$ cat config.mk
export PLATFORM = sky130hd
export DESIGN_NAME = trigger_link_framer_flat
export DESIGN_NICKNAME = d
export VERILOG_FILES = /design/src/rtl/trigger_link_framer_if.sv /design/src/rtl/trigger_link_framer.sv /design/src/flat_wrapper.sv
export SDC_FILE = /design/constraint.sdc
export NUM_CORES = 1
export LEC_CHECK = 0
export ABC_AREA = 1
export CORE_UTILIZATION = 30
export DETAILED_ROUTE_END_ITERATION = 10
export SLEW_MARGIN = 30
export SYNTH_ARGS = -nofsm -noshare
export SYNTH_HDL_FRONTEND = slang
export SYNTH_SLANG_ARGS = --single-unit
$ cat constraint.sdc
create_clock -name clk_80 -period 4.37 [get_ports clk_80]
set_input_delay 0.437 -clock clk_80 [delete_from_list [all_inputs] [get_ports clk_80]]
set_output_delay 0.437 -clock clk_80 [all_outputs]
set_load 0.05 [all_outputs]
$ cat src/rtl/trigger_link_framer_if.sv
// Sorter-to-transceiver bus of the trigger link framer: cluster load side and
// per-link 8b10b-ready word side, grouped so both ends share one definition.
interface trigger_link_framer_if #(
  parameter int NLINKS  = 4,
  parameter int NGROUPS = 2
);
  localparam int NCLUSTERS = 4 * NGROUPS;

  logic                      load_i;
  logic [14*NCLUSTERS-1:0]   clusters_i;
  logic                      ttc_bx0_i;
  logic                      overflow_i;
  logic [1:0]                mode_i;
  logic                      inj_err_i;

  logic [32*NLINKS-1:0]      tx_data_o;
  logic [4*NLINKS-1:0]       tx_isk_o;
  logic [NCLUSTERS-1:0]      valid_clusters_o;
  logic                      valid_or_o;
  logic                      sync_err_o;
  logic                      ltncy_trig_o;

  // Sorter / controlling side: supplies clusters and control, observes links.
  modport master (
    output load_i, clusters_i, ttc_bx0_i, overflow_i, mode_i, inj_err_i,
    input  tx_data_o, tx_isk_o, valid_clusters_o, valid_or_o, sync_err_o, ltncy_trig_o
  );

  // Framer side.
  modport slave (
    input  load_i, clusters_i, ttc_bx0_i, overflow_i, mode_i, inj_err_i,
    output tx_data_o, tx_isk_o, valid_clusters_o, valid_or_o, sync_err_o, ltncy_trig_o
  );
endinterface

$ cat src/rtl/trigger_link_framer.sv
// trigger_link_framer: packs groups of four 14-bit clusters into two 32-bit
// words per bunch crossing per link (word0 carries a K-character ctrl byte),
// with link-to-group mapping, test-pattern modes, idle insertion on missing
// loads, BX-alignment checking and single-bit error injection.
module trigger_link_framer #(
  parameter int          NLINKS   = 4,
  parameter int          NGROUPS  = 2,
  parameter logic [31:0] LINK_MAP = 32'h0000_1010
) (
  input  logic                  clk_80,
  input  logic                  reset_n,
  trigger_link_framer_if.slave  bus
);
  localparam int NCLUSTERS = 4 * NGROUPS;

  localparam logic [13:0] IDLE_CLUSTER = 14'h0600;
  localparam logic [55:0] IDLE_PAYLOAD = {4{IDLE_CLUSTER}};

  localparam logic [7:0] K28_1 = 8'h3C;  // BX0
  localparam logic [7:0] K28_2 = 8'h5C;  // overflow
  localparam logic [7:0] K28_3 = 8'h7C;  // latency marker
  localparam logic [7:0] K28_5 = 8'hBC;  // plain comma

  localparam logic [1:0] MODE_DATA = 2'd0;
  localparam logic [1:0] MODE_PRBS = 2'd1;
  localparam logic [1:0] MODE_CNT  = 2'd3;

  // Phase = which word of the frame leaves at the next clock edge.
  localparam logic [0:0] PH_WORD0 = 1'b0;
  localparam logic [0:0] PH_WORD1 = 1'b1;

  logic [0:0]              phase_q, phase_d;
  logic [6:0]              bx_q, bx_d;
  logic [6:0]              prbs_q, prbs_d;
  logic                    inj_pend_q, inj_pend_d;
  logic [NLINKS-1:0][31:0] word1_q, word1_d;
  logic [32*NLINKS-1:0]    tx_data_q, tx_data_d;
  logic [4*NLINKS-1:0]     tx_isk_q, tx_isk_d;
  logic [NCLUSTERS-1:0]    valid_clusters_q, valid_clusters_d;
  logic                    sync_err_q, sync_err_d;
  logic                    ltncy_trig_q, ltncy_trig_d;

  logic [6:0]              bx_inc;
  logic [6:0]              prbs_walk;
  logic                    prbs_fb;
  logic [55:0]             prbs_bits;
  logic [NLINKS-1:0][55:0] payload;
  logic [3:0]              grp;
  logic [7:0]              ctrl;
  logic                    flip;

  // The BX counter advances on every load; the incremented value tags the frame.
  assign bx_inc = bx_q + 7'd1;

  // Next 56 bits of PRBS-7 (x^7+x^6+1); payload bit i is the i-th generated bit.
  always_comb begin
    // NOTE: every combinationally assigned variable gets a default first so no latch is inferred.
    prbs_walk = prbs_q;
    prbs_fb   = 1'b0;
    prbs_bits = '0;
    for (int i = 0; i < 56; i++) begin
      prbs_fb      = prbs_walk[6] ^ prbs_walk[5];
      prbs_bits[i] = prbs_fb;
      prbs_walk    = {prbs_walk[5:0], prbs_fb};
    end
  end

  // Per-link 56-bit payload of a loaded frame, selected by mode and link map.
  always_comb begin
    payload = '0;
    grp     = '0;
    for (int k = 0; k < NLINKS; k++) begin
      grp        = LINK_MAP[4*k +: 4];
      payload[k] = IDLE_PAYLOAD;
      case (bus.mode_i)
        MODE_DATA: begin
          // Unmapped group numbers fall through to the idle payload.
          for (int g = 0; g < NGROUPS; g++) begin
            if (grp == 4'(g)) payload[k] = bus.clusters_i[56*g +: 56];
          end
        end
        MODE_PRBS: payload[k] = prbs_bits;
        MODE_CNT:  payload[k] = {8{bx_inc}};
        default:   payload[k] = IDLE_PAYLOAD;
      endcase
    end
  end

  // Frame sequencing: start a loaded frame, insert an idle frame, or send word1.
  always_comb begin
    phase_d          = phase_q;
    bx_d             = bx_q;
    prbs_d           = prbs_q;
    inj_pend_d       = inj_pend_q | bus.inj_err_i;
    word1_d          = word1_q;
    tx_data_d        = tx_data_q;
    tx_isk_d         = tx_isk_q;
    valid_clusters_d = valid_clusters_q;
    sync_err_d       = sync_err_q;
    ltncy_trig_d     = 1'b0;
    ctrl             = K28_5;
    flip             = 1'b0;

    if (bus.load_i) begin
      // A load always restarts the frame; arriving on phase 1 means misalignment.
      bx_d = bx_inc;
      if (bus.ttc_bx0_i) begin
        ctrl = K28_1;
      end else if (bus.overflow_i) begin
        ctrl = K28_2;
      end else if (bx_inc == 7'd0) begin
        ctrl         = K28_3;
        ltncy_trig_d = 1'b1;
      end
      if (bus.mode_i == MODE_PRBS) prbs_d = prbs_walk;
      for (int c = 0; c < NCLUSTERS; c++) begin
        valid_clusters_d[c] = (bus.clusters_i[14*c+9 +: 2] != 2'b11);
      end
      sync_err_d = sync_err_q | (phase_q == PH_WORD1);
      phase_d    = PH_WORD1;
      for (int k = 0; k < NLINKS; k++) begin
        tx_data_d[32*k +: 32] = {payload[k][23:0], ctrl};
        tx_isk_d[4*k +: 4]    = 4'b0001;
        word1_d[k]            = payload[k][55:24];
      end
    end else if (phase_q == PH_WORD0) begin
      // Missing load: idle frame keeps the link framed; counters do not advance.
      valid_clusters_d = '0;
      phase_d          = PH_WORD1;
      for (int k = 0; k < NLINKS; k++) begin
        tx_data_d[32*k +: 32] = {IDLE_PAYLOAD[23:0], K28_5};
        tx_isk_d[4*k +: 4]    = 4'b0001;
        word1_d[k]            = IDLE_PAYLOAD[55:24];
      end
    end else begin
      // Word1: any pending (or same-cycle) injection request flips bit 0 once.
      flip       = inj_pend_q | bus.inj_err_i;
      inj_pend_d = 1'b0;
      phase_d    = PH_WORD0;
      for (int k = 0; k < NLINKS; k++) begin
        tx_data_d[32*k +: 32] = word1_q[k] ^ {31'b0, flip};
        tx_isk_d[4*k +: 4]    = 4'b0000;
      end
    end
  end

  // State and output registers with synchronous active-low reset.
  always_ff @(posedge clk_80) begin
    // NOTE: sequential state uses non-blocking assignments only, so every flop samples pre-edge values.
    if (!reset_n) begin
      // NOTE: the word1 staging registers are reset too, dropping any half-sent frame.
      phase_q          <= PH_WORD0;
      bx_q             <= 7'd0;
      prbs_q           <= 7'h7F;
      inj_pend_q       <= 1'b0;
      word1_q          <= '0;
      tx_data_q        <= {NLINKS{32'h0000_00BC}};
      tx_isk_q         <= {NLINKS{4'b0001}};
      valid_clusters_q <= '0;
      sync_err_q       <= 1'b0;
      ltncy_trig_q     <= 1'b0;
    end else begin
      phase_q          <= phase_d;
      bx_q             <= bx_d;
      prbs_q           <= prbs_d;
      inj_pend_q       <= inj_pend_d;
      word1_q          <= word1_d;
      tx_data_q        <= tx_data_d;
      tx_isk_q         <= tx_isk_d;
      valid_clusters_q <= valid_clusters_d;
      sync_err_q       <= sync_err_d;
      ltncy_trig_q     <= ltncy_trig_d;
    end
  end

  assign bus.tx_data_o        = tx_data_q;
  assign bus.tx_isk_o         = tx_isk_q;
  assign bus.valid_clusters_o = valid_clusters_q;
  assign bus.valid_or_o       = |valid_clusters_q;
  assign bus.sync_err_o       = sync_err_q;
  assign bus.ltncy_trig_o     = ltncy_trig_q;
endmodule

$ cat src/flat_wrapper.sv
// flat-port wrapper written by rule: the top's interface ports become plain ports
module trigger_link_framer_flat 
#(
  parameter int          NLINKS   = 4,
  parameter int          NGROUPS  = 2,
  parameter logic [31:0] LINK_MAP = 32'h0000_1010
)
  (clk_80, reset_n, bus_load_i, bus_clusters_i, bus_ttc_bx0_i, bus_overflow_i, bus_mode_i, bus_inj_err_i, bus_tx_data_o, bus_tx_isk_o, bus_valid_clusters_o, bus_valid_or_o, bus_sync_err_o, bus_ltncy_trig_o);
  trigger_link_framer_if #(.NLINKS(NLINKS), .NGROUPS(NGROUPS)) bus_i ();
  input  logic clk_80;
  input  logic reset_n;
  input wire logic [$bits(bus_i.load_i)-1:0] bus_load_i;
  input wire logic [$bits(bus_i.clusters_i)-1:0] bus_clusters_i;
  input wire logic [$bits(bus_i.ttc_bx0_i)-1:0] bus_ttc_bx0_i;
  input wire logic [$bits(bus_i.overflow_i)-1:0] bus_overflow_i;
  input wire logic [$bits(bus_i.mode_i)-1:0] bus_mode_i;
  input wire logic [$bits(bus_i.inj_err_i)-1:0] bus_inj_err_i;
  output wire logic [$bits(bus_i.tx_data_o)-1:0] bus_tx_data_o;
  output wire logic [$bits(bus_i.tx_isk_o)-1:0] bus_tx_isk_o;
  output wire logic [$bits(bus_i.valid_clusters_o)-1:0] bus_valid_clusters_o;
  output wire logic [$bits(bus_i.valid_or_o)-1:0] bus_valid_or_o;
  output wire logic [$bits(bus_i.sync_err_o)-1:0] bus_sync_err_o;
  output wire logic [$bits(bus_i.ltncy_trig_o)-1:0] bus_ltncy_trig_o;
  assign bus_i.load_i = bus_load_i;
  assign bus_i.clusters_i = bus_clusters_i;
  assign bus_i.ttc_bx0_i = bus_ttc_bx0_i;
  assign bus_i.overflow_i = bus_overflow_i;
  assign bus_i.mode_i = bus_mode_i;
  assign bus_i.inj_err_i = bus_inj_err_i;
  assign bus_tx_data_o = bus_i.tx_data_o;
  assign bus_tx_isk_o = bus_i.tx_isk_o;
  assign bus_valid_clusters_o = bus_i.valid_clusters_o;
  assign bus_valid_or_o = bus_i.valid_or_o;
  assign bus_sync_err_o = bus_i.sync_err_o;
  assign bus_ltncy_trig_o = bus_i.ltncy_trig_o;
  trigger_link_framer #(.NLINKS(NLINKS), .NGROUPS(NGROUPS), .LINK_MAP(LINK_MAP)) u_core (.clk_80(clk_80), .reset_n(reset_n), .bus(bus_i));
endmodule
* After elaboration in Yosys (flattened, before gate mapping) *
Index checks and enable logic that the tools add are counted.

storage, ports and cells
  flip-flop bits (word level) = 298
  input bits = 120

operators by class
  add/sub/neg operators = 1
  equality and inequality tests = 11
  multiplexer cells = 17
  bitwise logic cells = 64
  reduce and logical (&&, ||, !) cells = 6

operator list
  operator                                        count
  two-way mux 128 bit                             4
  case mux 56 bit (3 select lines)                2
  XOR 32 x 1 -> 32 bit                            4
  XOR 1 bit                                       56
  two-way mux 8 bit                               5
  inequality test 2 bit (second input constant)   9
  two-way mux 13 bit                              1
  OR reduction 8 bit                              1
  adder 7 x 1 -> 7 bit (second input constant)    1
  logical NOT 7 bit                               1
  two-way mux 1 bit                               5
  OR reduction 4 bit                              1
  == test 2 x 1 -> 1 bit (second input constant)  1
  == test 2 bit (second input constant)           1
  logical NOT 2 bit                               1
  NOT 1 bit                                       2
  bitwise OR 1 bit                                2
  AND reduction 2 bit                             1
  OR reduction 2 bit                              1

* Logic depth before layout (Yosys ltp) *
  depth in word-level cells = 12
  gate-level depth with buffers = 20
  mapped depth without buffers = 19

* Worst setup path before layout *
No wires, ideal clock.

  path kind = input -> register
  from = input port bus_load_i
  to = register u_core.tx_data_q[107] (netlist: u_core.bus.tx_data_o[107])
  library setup time = 0.137 ns
  arrival = 1.815 ns
  data required time = 4.233 ns
  setup slack = 2.418 ns
  stages = 8
  path through = clkbuf_1 clkinv_1 nand2_1 nor2_1 clkinv_1 clkbuf_1 buf_2 o22ai_1

between the ends
  longest elaborated chain between the ends = 1

ends and longest elaborated chain
  item                    RTL line                    source
  start: declaration      flat_wrapper.sv:12          input wire logic [$bits(bus_i.load_i)-1:0] bus_load_i;
  two-way mux 128 bit     trigger_link_framer.sv:104  if (bus.load_i) begin
  end signal: assignment  trigger_link_framer.sv:157  tx_data_q <= {NLINKS{32'h0000_00BC}};
  end signal: assignment  trigger_link_framer.sv:168  tx_data_q <= tx_data_d;
  end: declaration        trigger_link_framer.sv:37   logic [32*NLINKS-1:0] tx_data_q, tx_data_d;

Every way passes these cells.
A chain may end at the register's enable or synchronous reset.

* Final worst setup path *
  from = register u_core.prbs_q[6]
  to = register u_core.word1_q[91] in the netlist's numbering

between the ends
  longest elaborated chain between the ends = 11
  elaborated cells between the ends (all ways) = 26
  classes of those cells = mux: 2; bitwise: 24

ends and longest elaborated chain
  item                                RTL line                    source
  start: declaration                  trigger_link_framer.sv:34   logic [6:0] prbs_q, prbs_d;
  start signal: assignment            trigger_link_framer.sv:165  prbs_q <= prbs_d;
  XOR 1 bit *                         trigger_link_framer.sv:62   prbs_fb = prbs_walk[6] ^ prbs_walk[5];
  XOR 1 bit (7 in a row)              trigger_link_framer.sv:62
  XOR 1 bit *                         trigger_link_framer.sv:62
  case mux 56 bit (3 select lines) *  trigger_link_framer.sv:75   case (bus.mode_i)
  two-way mux 128 bit *               trigger_link_framer.sv:104
  end signal: assignment              trigger_link_framer.sv:167  word1_q <= word1_d;
  end: declaration                    trigger_link_framer.sv:36   logic [NLINKS-1:0][31:0] word1_q, word1_d;

Every way passes the cells marked *; elsewhere a longest branch is shown, timed or not.

==> impl_metrics.tcl <==
set metrics [dict create \
    outcome "finished clean" \
    worstPathArrival_ns 2.92 \
    clkLatencyLatePin_ns 0.43 \
    mostFrequentLayoutCell "clkdlybuf4s50_1" \
    place_congestion 0.9439 \
    avgSynthCellArea_um2 7.598 \
    path_max_fanout 9 \
    period_share 0.5831 \
    cp.required_ns 4.74 \
    grt_pass1_wl_um 38270 \
    layoutNonFillerInstCount 1504 \
    clock-skew-final_ns 0.01074 \
    worst_slack_ns 1.822 \
    area_growth_pct 39.03 \
    ys_types 43 \
    dr.first_iter.drc_count 450 \
    synth-seq-cells 155 \
    drc 0 \
    pre_cts_ws_ns 1.458 \
    first_pass_iters 5 \
    vias 7113 \
    hold_class "reg2reg" \
    root_buffer "clkbuf_16" \
    layout-drive-gt1-share 0.08898 \
    fp.dieW_um 160.7 \
    final_cell_mix "clkdlybuf4s50_1 (262), nand2_1 (170), dfxtp_1 (155)" \
    worst_slew_margin_rel 0.3758 \
    async_reset_ff_frac 0 \
    antenna_found_initial 0 \
    synth_seq_area_share 0.4109 \
    start_util 0.3078 \
    avgViaCountPerCell 4.729 \
    endpoint_kind "register" \
    dpl.cell_count 1472 \
    wl_um 25150 \
    crit_top_cell "nand2_1" \
    post-route-min-period_ns 2.548 \
    post-route-util 0.4280 \
    rsz0062_at_grt "no" \
    track_usage 0.1938 \
    post-cts-setup-buffers 0 \
    cts_tree "done" \
    maxCapViolCount 0 \
    synth_edf_count 0 \
    grt_overflow 0 \
    detail-route-antenna-nets 0 \
    cts-resized-gates 0 \
    cts_buffers 17 \
    synth_area_um2 7552 \
    ys.flop_type "dfxtp_1" \
    portBuffers 262 \
    io_pins 275 \
    dieHeight_um 160.7 \
    path_clk_slew_ns 0.07 \
    die_area_um2 25810 \
    num-nets-final 1288 \
    final-setup-viol-count 0 \
    critical-path-max-stage-delay_ns 0.59 \
    synthCells 994 \
    grt_max_degree 68 \
    cts.path.max_buffers 2 \
    dp.final_hpwl_um 19190 \
    clock-sinks 155 \
    h-tree-depth 4 \
    fin_tns_setup_ns 0 \
    max_freq_mhz 392.5 \
    crit_path_start_kind "register" \
    slew_viol_final 0 \
    core-area_um2 24530 \
    power.density_nw_per_um2 409.5 \
    critical_path_class "reg2reg" \
    grt_pass1_vias 6690 \
    yosysWarnings 0 \
    finalHoldViolCount 0 \
    num_antenna_cells 0 \
    crit_chain "nand2_1, nand2_1, nand2_1, nand2_2, nand2_1, nand2_2, inv_1, nand2_2, nand2_2, nand2_1, nand3_2, nand3_1, nand3_1, nand3_1, nand2_1, nand2_1" \
    cts_hold_buf 0 \
    slowest_stage "dfxtp_1" \
    rows 57 \
    route.detailed.wl_per_inst_um 16.72 \
    p_leak_nw 4.206 \
    tightest_slew_ns 0.9334 \
    peakVddDrop_mv 0.1712 \
]
==> path summary, 6_finish.rpt <==
| check | slack, ns | startpoint | endpoint | cells past startpoint |
|---|---|---|---|---|
| worst max-delay path | 1.82 | u_core.prbs_q[6] | u_core.word1_q[91] | 16 |
| worst min-delay path | 0.43 | u_core.word1_q[67] | u_core.bus.tx_data_o[67] | 2 |
| worst max register to register | 1.82 | u_core.prbs_q[6] | u_core.word1_q[91] | 16 |
| worst min register to register | 0.43 | u_core.word1_q[67] | u_core.bus.tx_data_o[67] | 2 |
==> logic make-up (layout without fill, tap and decap cells) <==
family,after synthesis,in the layout,share of synthesized area
simple gates,296,296,0.1773
compound gates,282,282,0.2086
buf+inv,230,405,0.1589
flops,155,155,0.4109
xor+xnor,29,29,0.04225
fa+ha+maj,1,1,0.001656
other cells,1,12,0.0004965
==> power breakdown <==
group	switching (mW)	internal [mW]	leakage, nW
clock	0.671	0.807	0.279
sequential	0.0459	1.49	1.27
combinational	0.844	0.439	2.66
==> final cells by class <==
| type | instances | area [µm²] |
|---|---|---|
| tap | 324 | 405.4 |
| clock inverter | 15 | 160.2 |
| inverter | 102 | 390.4 |
| fill | 2519 | 14030 |
| timing repair buffer | 271 | 2715 |
| clock buffer | 17 | 425.4 |
| multi-input combinational | 620 | 3301 |
| sequential | 155 | 3103 |
==> registers in the layout (all words and copies together), names as in the netlist <==
signal / cells
u_core.word1_q: 64
u_core.inj_pend_q: 1
u_core.bus.sync_err_o: 1
u_core.prbs_q: 7
u_core.bx_q: 7
u_core.bus.valid_clusters_o: 8
u_core.bus.tx_data_o: 64
u_core.bus.tx_isk_o: 1
u_core.phase_q: 1
u_core.bus.ltncy_trig_o: 1
==> cells in the mapped netlist, types with 4 or more instances <==
| master | n | area (µm²) |
|---|---|---|
| inv_2 | 9 | 33.78 |
| o22ai_1 | 66 | 412.9 |
| nor2_1 | 22 | 82.58 |
| a21oi_1 | 101 | 505.5 |
| nand2_1 | 170 | 638.1 |
| nand3_1 | 57 | 285.3 |
| dfxtp_1 | 155 | 3103 |
| inv_1 | 87 | 326.6 |
| nand2_2 | 28 | 175.2 |
| buf_2 | 5 | 25.02 |
| buf_4 | 80 | 600.6 |
| o221ai_1 | 4 | 35.03 |
| o21ai_0 | 84 | 420.4 |
| a21o_1 | 6 | 45.04 |
| nand2_4 | 4 | 45.04 |
| xor2_1 | 16 | 140.1 |
| or2_2 | 4 | 25.02 |
| o211ai_1 | 10 | 75.07 |
| clkbuf_1 | 37 | 138.9 |
| xnor2_1 | 6 | 52.55 |
==> layer usage <==
layer	GRT usage	up-vias	routed length, µm
li1	-	3577	-
met1	0.2625	3238	11480
met2	0.3129	274	11790
met3	0.03487	24	1470
met4	0.05714	0	403
met5	0	-	0
==> per-stage QoR <==
stage,hold slack [ns],power (mW),cell area [µm²]
global placement,0.4105,2.849,9915
CTS,0.4285,4.336,10500
floorplan,0.4000,2.450,7594
detailed placement,0.4126,2.848,9915
global route,0.4434,4.499,10500
finish,0.4253,4.300,10500
==> worst max-delay path: cells and delay by family (launching register included) <==
kind                   cells  cell delay [ns]
buffers and inverters      1             0.10
DFF                        1             0.59
and+or+nand+nor           15             1.79
(Power assumes the default switching activity.)
